### src/rtl/block_spawner_if.sv
// ------------------------------------------------------------------
// block_spawner_if : control/status bundle of the falling-block scheduler
// Rev 1.0
// ------------------------------------------------------------------
`default_nettype none

interface block_spawner_if #(
   parameter int LANE_COUNT = 4
);
   logic                    frame_tick;
   logic                    run;
   logic [LANE_COUNT-1:0]   hit;
   logic [LANE_COUNT-1:0]   block_active;
   logic [10*LANE_COUNT-1:0] block_y;
   logic [15:0]             score;
   logic [3:0]              misses;
   logic                    game_over;
   logic [1:0]              state;

   modport master (
      output frame_tick, run, hit,
      input  block_active, block_y, score, misses, game_over, state
   );

   modport slave (
      input  frame_tick, run, hit,
      output block_active, block_y, score, misses, game_over, state
   );
endinterface

`default_nettype wire

### src/rtl/block_spawner.sv
// ------------------------------------------------------------------
// block_spawner : lane scheduler that spawns, drops and retires falling blocks
// Rev 1.0
// ------------------------------------------------------------------
`default_nettype none

module block_spawner #(
   parameter int         LANE_COUNT   = 4,
   parameter int         SPAWN_PERIOD = 30,
   parameter int         FALL_STEP    = 2,
   parameter int         Y_MAX        = 479,
   parameter int         MAX_MISSES   = 3,
   parameter logic [7:0] LFSR_SEED    = 8'hA5
) (
   input  logic            Clk,
   input  logic            Reset,
   block_spawner_if.slave  bus
);
   localparam int LW = $clog2(LANE_COUNT);

   typedef enum logic [1:0] {
      S_IDLE  = 2'b00,
      S_RUN   = 2'b01,
      S_PAUSE = 2'b10,
      S_OVER  = 2'b11
   } state_t;

   state_t                state_q, state_d;
   logic [LANE_COUNT-1:0] active_q, active_d;
   logic [9:0]            y_q [LANE_COUNT];
   logic [9:0]            y_d [LANE_COUNT];
   logic [15:0]           score_q, score_d;
   logic [3:0]            misses_q, misses_d;
   logic                  game_over_q, game_over_d;
   logic [7:0]            lfsr_q, lfsr_d;
   logic [7:0]            spawn_cnt_q, spawn_cnt_d;

   logic [10:0]           sum;
   logic [3:0]            hcnt, mcnt;
   logic [16:0]           ssum;
   logic [4:0]            msum;
   logic                  found;
   logic [LW-1:0]         idx;

   always_comb begin
      state_d     = state_q;
      active_d    = active_q;
      y_d         = y_q;
      score_d     = score_q;
      misses_d    = misses_q;
      game_over_d = game_over_q;
      lfsr_d      = lfsr_q;
      spawn_cnt_d = spawn_cnt_q;
      sum         = '0;
      hcnt        = '0;
      mcnt        = '0;
      ssum        = '0;
      msum        = '0;
      found       = 1'b0;
      idx         = '0;

      case (state_q)
         S_IDLE: begin
            if (bus.run) begin
               state_d     = S_RUN;
               spawn_cnt_d = '0;
            end
         end
         S_RUN: begin
            if (!bus.run) begin
               state_d = S_PAUSE;
            end else begin
               // Hits win over both movement and bottom retirement.
               for (int i = 0; i < LANE_COUNT; i++) begin
                  sum = {1'b0, y_q[i]} + 11'(FALL_STEP);
                  if (bus.hit[i] && active_q[i]) begin
                     active_d[i] = 1'b0;
                     y_d[i]      = '0;
                     hcnt        = hcnt + 4'd1;
                  end else if (bus.frame_tick && active_q[i]) begin
                     if (sum > 11'(Y_MAX)) begin
                        active_d[i] = 1'b0;
                        y_d[i]      = '0;
                        mcnt        = mcnt + 4'd1;
                     end else begin
                        y_d[i] = sum[9:0];
                     end
                  end
               end

               if (bus.frame_tick) begin
                  if (spawn_cnt_q == 8'd0) begin
                     // Only lanes free before this tick are eligible.
                     for (int k = 0; k < LANE_COUNT; k++) begin
                        idx = lfsr_q[LW-1:0] + LW'(k);
                        if (!found && !active_q[idx]) begin
                           found         = 1'b1;
                           active_d[idx] = 1'b1;
                           y_d[idx]      = '0;
                        end
                     end
                     spawn_cnt_d = 8'(SPAWN_PERIOD - 1);
                  end else begin
                     spawn_cnt_d = spawn_cnt_q - 8'd1;
                  end
                  lfsr_d = {lfsr_q[6:0], lfsr_q[7] ^ lfsr_q[5] ^ lfsr_q[4] ^ lfsr_q[3]};
               end

               ssum    = {1'b0, score_q} + {13'd0, hcnt};
               score_d = ssum[16] ? 16'hFFFF : ssum[15:0];
               msum    = {1'b0, misses_q} + {1'b0, mcnt};
               misses_d = (msum > 5'd15) ? 4'hF : msum[3:0];
               if (msum >= 5'(MAX_MISSES)) begin
                  state_d     = S_OVER;
                  game_over_d = 1'b1;
               end
            end
         end
         S_PAUSE: begin
            if (bus.run) begin
               state_d = S_RUN;
            end
         end
         default: begin
            state_d = S_OVER;
         end
      endcase
   end

   always_ff @(posedge Clk) begin
      if (!Reset) begin
         state_q     <= S_IDLE;
         active_q    <= '0;
         for (int i = 0; i < LANE_COUNT; i++) begin
            y_q[i] <= '0;
         end
         score_q     <= '0;
         misses_q    <= '0;
         game_over_q <= 1'b0;
         lfsr_q      <= LFSR_SEED;
         spawn_cnt_q <= '0;
      end else begin
         state_q     <= state_d;
         active_q    <= active_d;
         y_q         <= y_d;
         score_q     <= score_d;
         misses_q    <= misses_d;
         game_over_q <= game_over_d;
         lfsr_q      <= lfsr_d;
         spawn_cnt_q <= spawn_cnt_d;
      end
   end

   assign bus.block_active = active_q;
   assign bus.score        = score_q;
   assign bus.misses       = misses_q;
   assign bus.game_over    = game_over_q;
   assign bus.state        = state_q;

   for (genvar gi = 0; gi < LANE_COUNT; gi++) begin : g_ypack
      assign bus.block_y[10*gi +: 10] = y_q[gi];
   end

endmodule

`default_nettype wire

### src/flat_wrapper.sv
// flat-port wrapper written by rule: the top's interface ports become plain ports
module block_spawner_flat 
#(
   parameter int         LANE_COUNT   = 4,
   parameter int         SPAWN_PERIOD = 30,
   parameter int         FALL_STEP    = 2,
   parameter int         Y_MAX        = 479,
   parameter int         MAX_MISSES   = 3,
   parameter logic [7:0] LFSR_SEED    = 8'hA5
)
  (Clk, Reset, bus_frame_tick, bus_run, bus_hit, bus_block_active, bus_block_y, bus_score, bus_misses, bus_game_over, bus_state);
  block_spawner_if #(.LANE_COUNT(LANE_COUNT)) bus_i ();
  input  logic Clk;
  input  logic Reset;
  input wire logic [$bits(bus_i.frame_tick)-1:0] bus_frame_tick;
  input wire logic [$bits(bus_i.run)-1:0] bus_run;
  input wire logic [$bits(bus_i.hit)-1:0] bus_hit;
  output wire logic [$bits(bus_i.block_active)-1:0] bus_block_active;
  output wire logic [$bits(bus_i.block_y)-1:0] bus_block_y;
  output wire logic [$bits(bus_i.score)-1:0] bus_score;
  output wire logic [$bits(bus_i.misses)-1:0] bus_misses;
  output wire logic [$bits(bus_i.game_over)-1:0] bus_game_over;
  output wire logic [$bits(bus_i.state)-1:0] bus_state;
  assign bus_i.frame_tick = bus_frame_tick;
  assign bus_i.run = bus_run;
  assign bus_i.hit = bus_hit;
  assign bus_block_active = bus_i.block_active;
  assign bus_block_y = bus_i.block_y;
  assign bus_score = bus_i.score;
  assign bus_misses = bus_i.misses;
  assign bus_game_over = bus_i.game_over;
  assign bus_state = bus_i.state;
  block_spawner #(.LANE_COUNT(LANE_COUNT), .SPAWN_PERIOD(SPAWN_PERIOD), .FALL_STEP(FALL_STEP), .Y_MAX(Y_MAX), .MAX_MISSES(MAX_MISSES), .LFSR_SEED(LFSR_SEED)) u_core (.Clk(Clk), .Reset(Reset), .bus(bus_i));
endmodule
### config.mk
export PLATFORM = sky130hd
export DESIGN_NAME = block_spawner_flat
export DESIGN_NICKNAME = d
export VERILOG_FILES = /design/src/rtl/block_spawner_if.sv /design/src/rtl/block_spawner.sv /design/src/flat_wrapper.sv
export SDC_FILE = /design/constraint.sdc
export NUM_CORES = 1
export LEC_CHECK = 0
export BUFFER_PORTS_ARGS = -buffer_cell sky130_fd_sc_hd__buf_4
export CORE_AREA = 2 2 123 89
export DETAILED_ROUTE_END_ITERATION = 8
export DIE_AREA = 0 0 125 91
export PLACE_DENSITY_LB_ADDON = 0.2
export SLEW_MARGIN = 0
export SYNTH_ARGS = -nofsm -noshare
export SYNTH_HDL_FRONTEND = slang
export SYNTH_SLANG_ARGS = --single-unit
### constraint.sdc
create_clock -name Clk -period 6.36 [get_ports Clk]
set_input_delay 0.636 -clock Clk [delete_from_list [all_inputs] [get_ports Clk]]
set_output_delay 0.636 -clock Clk [all_outputs]
set_load 0.01 [all_outputs]
==> results of run 1 <==
[layout make-up]
cell class	count	share of cell area, %
multi-input cells	531	56.4
flip-flops and latches	83	25.9
repair buffers	76	8.89
clock buffers	14	4.43
well taps	132	2.57
inverters	23	1.35
clock inverters	1	0.468
[flip-flops by register name, summed over array words and instances, names as in the netlist]
register and flops:
u_core.bus.block_y 40, u_core.spawn_cnt_q 8, u_core.bus.score 16, u_core.lfsr_q 8, u_core.bus.state 2, u_core.bus.misses 4, u_core.bus.game_over 1, u_core.bus.block_active 4
[stage by stage]
| stage | setup WS, ns | util, % | hold WS [ns] | cell area, um2 |
|---|---|---|---|---|
| 2_1_floorplan | 1.29 | - | 0.432 | 5510 |
| 3_3_place_gp | 1.15 | 60.0 | 0.445 | 6100 |
| 3_5_place_dp | 0.925 | 60.0 | 0.446 | 6100 |
| 4_1_cts | 0.870 | 63.1 | 0.457 | 6410 |
| 5_1_grt | 0.316 | 63.1 | 0.475 | 6410 |
| 6_report | 0.836 | 63.1 | 0.454 | 6410 |
[per-layer routing]
metal	routed length [um]	vias to the layer above
li1	-	2592
met1	6660	2512
met2	6440	191
met3	878	33
met4	277	0
met5	0	-
[kinds of logic after synthesis]
kind of cell             count (synthesis)  share of synthesized area [%]
AO/OA/AOI/OAI                          190                           24.0
other                                    1                         0.0680
AND/OR/NAND/NOR                        272                           26.9
XOR/XNOR                                23                           3.79
buffers and inverters                   57                           4.22
flip-flops                              83                           30.1
multiplexers                            15                           3.75
adder cells (fa/ha/maj)                 30                           7.08
[cell usage after synthesis (all sizes together) (5+ instances only)]
| cell type | number |
|---|---|
| ha | 28 |
| a31oi | 5 |
| a32oi | 5 |
| nand3 | 23 |
| a21oi | 45 |
| dfxtp | 83 |
| o31ai | 6 |
| o221a | 7 |
| nand4 | 19 |
| xor2 | 9 |
| and3 | 14 |
| nand2b | 5 |
| buf | 6 |
| nor2b | 10 |
| o211ai | 8 |
| nand2 | 78 |
| nor2 | 40 |
| and4 | 7 |
| mux2i | 6 |
| nand4b | 5 |
| a21o | 14 |
| and2 | 14 |
| xnor2 | 14 |
| inv | 23 |
| clkbuf | 28 |
| nand3b | 6 |
| mux2 | 5 |
| nor3 | 21 |
| or3 | 7 |
| o21ai | 50 |
| o211a | 6 |
[worst min-delay path: cells and delay by family, from the launching register on]
| kind | cells | cell delay, ns |
|---|---|---|
| AND/OR/NAND/NOR | 1 | 0.05 |
| AO/OA/AOI/OAI | 1 | 0.05 |
| flip-flops | 1 | 0.31 |
[worst max path at each step]
stage	startpoint	endpoint	depth (start not counted)	slack, ns
floorplan	u_core.bus.block_y[11]	u_core.bus.state[1]	23	1.29
global placement	u_core.bus.block_y[11]	u_core.bus.state[1]	21	1.15
detailed placement	u_core.bus.block_y[11]	u_core.bus.state[1]	21	0.92
CTS	u_core.bus.block_y[11]	u_core.bus.state[1]	22	0.87
global route	u_core.bus.block_y[11]	u_core.bus.state[1]	21	0.32
finish	u_core.bus.block_y[11]	u_core.bus.state[1]	21	0.84
[power breakdown]
group / internal (W) / switching (W)
clock: 0.000345 / 0.000210
combinational: 0.0000376 / 0.0000627
sequential: 0.000528 / 0.0000101
total: 0.000911 / 0.000283
==> results.ini, run 1 <==
[sta]
worst_pin_slew_ns = 1.06
max_slew_margin_pct = 29.1
hold_viol_final = 0
tns_ns = 0
drv_slew = 0
rsz0062_at_grt = false
setup_violations = 0
min_period_ns = 5.52
fin_worst_skew_ns = 0.00485
fmax_ghz = 0.181
post-route-period-util_pct = 86.9

[global_route]
grt_overflow = 0
met1_usage_pct = 33.9
antenna_found_initial = 0
grtUsageTotal_pct = 24.7
grt_pass1_vias = 4761
met2_usage_pct = 39.2
grt_pass1_wl_um = 23300
grt.met3_usage_pct = 5.36
grt_max_degree = 33
top_usage_layer = met2

[floorplan]
row_count = 31
die-area_um2 = 11400
dieWidth_um = 125
core_um2 = 10200
die_h_um = 91
pin_count = 75
initial_core_util_pct = 54.2

[setup_path]
crit_fanout = 11
reg2reg_slack_ns = 0.84
r2r_end = u_core.bus.state[1]
endpoint_kind = flip-flop
critical_path.top_delay_family = adder cells
slowest_stage = dfxtp_1
worst_path_most_repeated_cell = ha_1
path_class = flip-flop to flip-flop
crit_path_cell_trace = ha_1, nor2b_1, o221ai_1, a22o_1, a311oi_2, nor2_1, ha_1, nand2_1, o41ai_4, ha_1, mux2_1, ha_1, mux2_2, fa_1, xor2_1, nor2_1, nor2_1, a2111oi_0, nand2_1, a21oi_1, nor3_1
timing.rr.start = u_core.bus.block_y[11]
path_buf_inv = 0
slowest_delay_ns = 0.53
worst_setup_path_start_kind = flip-flop
rr_worst_depth = 21
cp.arrival_ns = 5.74
required_ns = 6.58

[drt]
drtIter0Drc = 483
ant_nets = 0
dr.pass1.iters = 5
wl_um = 14300
routed-via-count = 5328
routedWlPerCell_um = 16.6
viasPerCell = 6.20
drcViolationCount = 0

[min_path]
hp-class = flip-flop to flip-flop
hold-path-endpoint = u_core.lfsr_q[3]
min_from = u_core.lfsr_q[2]
hold-path-cell-count = 2

[synthesis]
yosysWarnings = 0
synth_edf_count = 0
netlist_instances = 671
ys_types = 86
syn_nets = 709
ys_ff_latch = 83
avgSynthCellArea_um2 = 8.21
synth_top_area_share_pct = 30.1
syn_area_um2 = 5510
synthFlopType = dfxtp_1
synth_top_cell_by_area = dfxtp_1
netlist_top_cells_area = dfxtp_1, ha_1, nand2_1
yosysSeqAreaShare_pct = 30.1
synthArstFlopShare_pct = 0

[clocking]
htree_levels = 3
clk_latency_ns = 0.35
clk_path_buf_depth = 2
post-cts-setup-buffer-count = 0
cts_resized = 0
hold_buffers = 0
cts.sinks = 83
clk_pin_slew_ns = 0.06
cts_buffers = 9
root_buffer = clkbuf_16
cts_tree = done

[power]
power_density_nw_per_um2 = 186
power_w = 0.00119
leakage_nw = 2.66
ir_drop_v = 0.000147

[cells_and_area]
nets = 762
nFillCells = 886
drive_above_1_share_pct = 17.0
mostFrequentLayoutCell = dfxtp_1
area_growth_pct = 16.4
multiInputGateArea_um2 = 3620
n_antenna_cell = 0
regArea_um2 = 1660
layout_common_cells = dfxtp_1, nand2_1, buf_4
final_cells = 860

[place]
placedCellCount = 845
port_buffers = 74
dp_hpwl_um = 10300
gp_routability_congestion = 0.919

[outcome]
status = finished, final reports clean

[run]
maxCapViolations = 0

No activity file was read; power rests on OpenSTA's default activity.
==> run 2, diff against run 1 <==
--- a/config.mk
+++ b/config.mk
@@ -12,3 +12,3 @@
 export PLACE_DENSITY_LB_ADDON = 0.2
-export SLEW_MARGIN = 0
+export SLEW_MARGIN = 20
 export SYNTH_ARGS = -nofsm -noshare
==> constraint.sdc (replaced) <==
create_clock -name Clk -period 6.36 [get_ports Clk]
set_input_delay 1.272 -clock Clk [delete_from_list [all_inputs] [get_ports Clk]]
set_output_delay 1.272 -clock Clk [all_outputs]
set_load 0.01 [all_outputs]
==> results.ini, run 2 (synthesis gave the netlist of run 1 again) <==
[cells_and_area]
area_growth_pct = 15.9
nets = 762  ; unchanged
drive_above_1_share_pct = 16.7  ; -0.30 points
nFillCells = 862  ; -2.7%
largest_reg_flops = 40  ; unchanged
multiInputGateArea_um2 = 3620  ; unchanged
fin_area_um2 = 6390  ; -0.39%
n_antenna_cell = 0  ; unchanged
final_cells = 861  ; +0.12%
layout_common_cells = dfxtp_1, nand2_1, buf_4
regArea_um2 = 1660  ; unchanged
mostFrequentLayoutCell = dfxtp_1

[global_route]
antenna_found_initial = 0  ; unchanged
grt_overflow = 0  ; unchanged
grtUsageTotal_pct = 24.7  ; about the same
grt_pass1_vias = 4919  ; +3.3%
grt_max_degree = 32  ; -3.0%
grt_pass1_wl_um = 23400  ; +0.36%

[clocking]
hold_buffers = 0  ; unchanged
cts.sinks = 83  ; unchanged
htree_levels = 3  ; unchanged
clk_latency_ns = 0.34  ; about the same
clk_path_buf_depth = 2  ; unchanged
post-cts-setup-buffer-count = 0  ; unchanged
clk_pin_slew_ns = 0.06  ; about the same
cts_buffers = 9  ; unchanged
root_buffer = clkbuf_16
cts_resized = 0  ; unchanged
cts_tree = done

[drt]
routedWlPerCell_um = 16.5  ; -0.46%
drcViolationCount = 0  ; unchanged
wl_um = 14200  ; -0.34%
drtIter0Drc = 530  ; +9.7%
routed-via-count = 5384  ; +1.1%
ant_nets = 0  ; unchanged
dr.pass1.iters = 5  ; unchanged
viasPerCell = 6.25  ; +0.93%

[power]
internal-power_w = 0.000881  ; -3.3%
p_clk_share_pct = 45.0  ; -1.5 points
pwr-share-comb_pct = 8.6  ; +0.2 points
leakage_nw = 2.65  ; -0.53%
power_density_nw_per_um2 = 182  ; -2.4%
ir_drop_v = 0.000152  ; +3.5%
seqPwrFrac_pct = 46.4  ; +1.3 points
power.switching_w = 0.000279  ; -1.3%
sw_frac_of_total_pct = 24.1  ; +0.38 points

[sta]
worst_pin_slew_ns = 1.06  ; -0.00224 ns
max_slew_margin_pct = 29.2  ; +0.15 points
tns_ns = 0  ; unchanged
setup_violations = 0  ; unchanged
min_period_ns = 5.49  ; -0.0389 ns
rsz0062_at_grt = false
fmax_ghz = 0.182  ; +0.71%
post-route-period-util_pct = 86.2  ; -0.61 points
fin_worst_skew_ns = 0.00597  ; +0.00113 ns
drv_slew = 0  ; unchanged
hold_viol_final = 0  ; unchanged

[floorplan]
die-area_um2 = 11400  ; unchanged
pin_count = 75  ; unchanged
core_um2 = 10200  ; unchanged
die_h_um = 91  ; unchanged
dieWidth_um = 125  ; unchanged
initial_core_util_pct = 54.2  ; unchanged
row_count = 31  ; unchanged

[place]
placedCellCount = 845  ; unchanged
dp_hpwl_um = 10300  ; +0.20%
placed_cell_area_um2 = 6100  ; unchanged
gp_routability_congestion = 0.904  ; -1.7%
port_buffers = 74  ; unchanged

[setup_path]
cp.arrival_ns = 5.70  ; -0.04 ns
crit_fanout = 11  ; unchanged
path_class = flip-flop to flip-flop
endpoint_kind = flip-flop
worst_setup_path_start_kind = flip-flop
required_ns = 6.58  ; about the same

[run]
maxCapViolations = 0  ; unchanged

[min_path]
hp-class = flip-flop to flip-flop

[outcome]
status = finished, final reports clean

==> run 2: changes by cell type in the layout (fill, tap and decap cells not counted), sizes merged <==
cell / previous run / this run
clkinv: 0 / 1
==> run 2: power by group through the flow <==
stage | registers, W | logic (W) | clock network [W]
finish | 0.000538 | 0.000100 | 0.000522
global route | 0.000539 | 0.000111 | 0.000549
CTS | 0.000538 | 0.0000991 | 0.000532
detailed placement | 0.000549 | 0.0000980 | 0
global placement | 0.000549 | 0.0000955 | 0
floorplan | 0.000548 | 0.0000680 | 0
==> run 2: critical path: stages (launching register included) <==
cell       delay, ns
dfxtp_1         0.52
ha_1            0.39
nor2b_1         0.17
o221ai_1        0.13
a22o_1          0.27
a311oi_2        0.49
nor2_1          0.10
ha_1            0.28
nand2_1         0.10
o41ai_4         0.12
ha_1            0.32
mux2_1          0.32
ha_1            0.29
mux2_2          0.29
fa_1            0.44
xor2_1          0.16
nor2_1          0.09
nor2_1          0.05
a2111oi_0       0.49
nand2_1         0.10
a21oi_1         0.15
nor3_1          0.06
==> run 2: final timing paths <==
| check | startpoint | endpoint | slack, ns | cells past startpoint |
|---|---|---|---|---|
| max | u_core.bus.block_y[11] | u_core.bus.state[1] | 0.87 | 21 |
| min | u_core.lfsr_q[6] | u_core.lfsr_q[6] | 0.46 | 2 |
| max reg2reg | u_core.bus.block_y[11] | u_core.bus.state[1] | 0.87 | 21 |
| min reg2reg | u_core.lfsr_q[6] | u_core.lfsr_q[6] | 0.46 | 2 |
==> run 2: per-stage QoR <==
step           util, %  power (W)  setup WS [ns]  hold WS [ns]
2_1_floorplan        -   0.000616           1.29         0.432
3_3_place_gp      60.0   0.000644           1.15         0.445
3_5_place_dp      60.0   0.000647          0.943         0.456
4_1_cts           62.9    0.00117          0.920         0.465
5_1_grt           62.9    0.00120          0.359         0.492
6_report          62.9    0.00116          0.875         0.460
==> run 2: layer usage <==
metal	track usage (%)	wire length, um	vias up
met3	4.71	1090	20
met5	0	0	-
met4	7.31	160	0
li1	-	-	2593
met1	33.6	6430	2577
met2	40.1	6520	194
==> run 2: final cells by class <==
type | count | share of cell area (%)
timing repair buffer | 76 | 8.93
multi-input combinational | 531 | 56.6
inverter | 23 | 1.35
sequential | 83 | 26.0
clock inverter | 2 | 0.548
clock buffer | 14 | 3.97
tap | 132 | 2.58
==> run 3, diff against run 2 <==
- CELL_PAD_IN_SITES_DETAIL_PLACEMENT: not set -> 0
- CELL_PAD_IN_SITES_GLOBAL_PLACEMENT: not set -> 1
- CORE_AREA: 2 2 123 89 -> 2 2 137 99
- DIE_AREA: 0 0 125 91 -> 0 0 139 101
==> results.ini, run 3 (synthesis gave the netlist of run 1 again) <==
[outcome]
status = finished, final reports clean

[floorplan]
die-area_um2 = 14000  ; +23%
core_um2 = 12800  ; +26%
dieWidth_um = 139  ; +11%
pin_count = 75  ; unchanged
initial_core_util_pct = 43.1  ; -11 points
row_count = 35  ; +13%
die_h_um = 101  ; +11%

[cells_and_area]
area_growth_pct = 17.3
layout_common_cells = dfxtp_1, nand2_1, buf_4
n_antenna_cell = 0  ; unchanged
nets = 762  ; unchanged
largest_reg_flops = 40  ; unchanged
drive_above_1_share_pct = 17.3  ; +0.55 points
fin_area_um2 = 6470  ; +1.2%
mostFrequentLayoutCell = dfxtp_1

[setup_path]
crit_path_cell_trace = ha_1, nor2b_1, o221ai_1, a22o_1, a311oi_2, nor2_1, ha_1, nand2_1, o41ai_4, ha_1, mux2_1, ha_1, mux2_2, fa_1, xor2_1, nor2_1, nor2_1, a2111oi_0, nand2_1, a21oi_1, nor3_1
slowest_delay_ns = 0.56  ; +0.04 ns
timing.rr.start = u_core.bus.block_y[11]
slowest_stage = a2111oi_0
worst_path_most_repeated_cell = ha_1
crit_fanout = 11  ; unchanged
path_class = flip-flop to flip-flop
path_buf_inv = 0  ; unchanged
worst_setup_path_start_kind = flip-flop
cp.arrival_ns = 5.66  ; -0.04 ns
endpoint_kind = flip-flop
cp-startpoint = u_core.bus.block_y[11]
required_ns = 6.57  ; about the same
critical_path.top_delay_family = adder cells

[sta]
worst_pin_slew_ns = 1.08  ; +0.0208 ns
max_slew_margin_pct = 27.8  ; -1.4 points
rsz0062_at_grt = false
post-route-period-util_pct = 85.6  ; -0.65 points
min_period_ns = 5.44  ; -0.0416 ns
fin_worst_skew_ns = 0.0101  ; +0.00417 ns
drv_slew = 0  ; unchanged
hold_viol_final = 0  ; unchanged
tns_ns = 0  ; unchanged
setup_violations = 0  ; unchanged
fmax_ghz = 0.184  ; +0.76%
holdWs_ns = 0.461  ; +0.000422 ns

[drt]
drcViolationCount = 0  ; unchanged
dr.pass1.iters = 5  ; unchanged
ant_nets = 0  ; unchanged
drtIter0Drc = 337  ; -36%
wl_um = 14400  ; +1.1%
viasPerCell = 5.83  ; -6.8%
routed-via-count = 5218  ; -3.1%
routedWlPerCell_um = 16.1  ; -2.7%

[clocking]
htree_levels = 3  ; unchanged
clk_pin_slew_ns = 0.07  ; about the same
clk_path_buf_depth = 2  ; unchanged
cts_tree = done
cts.sinks = 83  ; unchanged
post-cts-setup-buffer-count = 0  ; unchanged
clk_latency_ns = 0.34  ; about the same
cts_resized = 0  ; unchanged
root_buffer = clkbuf_16
hold_buffers = 0  ; unchanged
cts_buffers = 9  ; unchanged

[run]
maxCapViolations = 0  ; unchanged

[global_route]
antenna_found_initial = 0  ; unchanged
grtUsageTotal_pct = 20.6  ; -4.1 points
grt_max_degree = 33  ; +3.1%
grt_pass1_wl_um = 23900  ; +2.2%
grt_overflow = 0  ; unchanged
grt_pass1_vias = 4774  ; -2.9%

[power]
ir_drop_v = 0.000143  ; -6.0%
leakage_nw = 2.67  ; +0.60%
power_density_nw_per_um2 = 187  ; +3.2%

[min_path]
hp-class = flip-flop to flip-flop
min_from = u_core.lfsr_q[6]

[place]
dp_hpwl_um = 10500  ; +1.7%
gp_routability_congestion = 0.900  ; -0.49%
port_buffers = 74  ; unchanged
placed_cell_area_um2 = 6140  ; +0.70%

run 3: changes by cell type in the layout (fill, tap and decap cells not counted):
cell        previous run  this run
bufinv_16              1         2
inv_6                  0         3
clkbuf_8               1         0
clkinvlp_4             0         1
clkbuf_1               4         0
run 3: worst min-delay path, stage by stage (launching register included):
cell	delay (ns)
dfxtp_1	0.31
nand2_1	0.05
a21oi_1	0.05
run 3: path summary, 6_finish.rpt:
| kind | to | slack, ns | cells after the start |
|---|---|---|---|
| worst max-delay path | u_core.bus.state[1] | 0.92 | 21 |
| worst min-delay path | u_core.lfsr_q[6] | 0.46 | 2 |
| worst max register to register | u_core.bus.state[1] | 0.92 | 21 |
| worst min register to register | u_core.lfsr_q[6] | 0.46 | 2 |
run 3: per-layer routing:
layer  track usage, %  share of wire [%]  up-vias
met3             3.99                5.0       15
met1             29.2                 50     2466
li1                 -                  -     2606
met4             6.14               0.88        0
met2             32.1                 44      131
met5                0                  0        -
run 3: final cells by class:
type | instances | area [um2]
clock buffer | 9 | 225
fill | 1248 | 6320
clock inverter | 7 | 98.8
timing repair buffer | 76 | 571
tap | 166 | 208
multi-input combinational | 531 | 3620
sequential | 83 | 1660
inverter | 23 | 86.3
run 3: report_power, final:
group	internal (W)	switching (W)	total, W	leakage (nW)
clock network	0.000348	0.000227	0.000575	0.157
logic	0.0000377	0.0000627	0.000100	1.84
registers	0.000528	0.00000973	0.000537	0.671
run 3: metrics by stage:
| step | instances | util [%] | setup slack, ns | power [W] |
|---|---|---|---|---|
| 2_1_floorplan | 671 | - | 1.29 | 0.000616 |
| 3_3_place_gp | 879 | 48.0 | 1.08 | 0.000647 |
| 3_5_place_dp | 879 | 48.0 | 0.921 | 0.000649 |
| 4_1_cts | 895 | 50.6 | 0.883 | 0.00123 |
| 5_1_grt | 895 | 50.6 | 0.417 | 0.00126 |
| 6_report | 895 | 50.6 | 0.916 | 0.00121 |
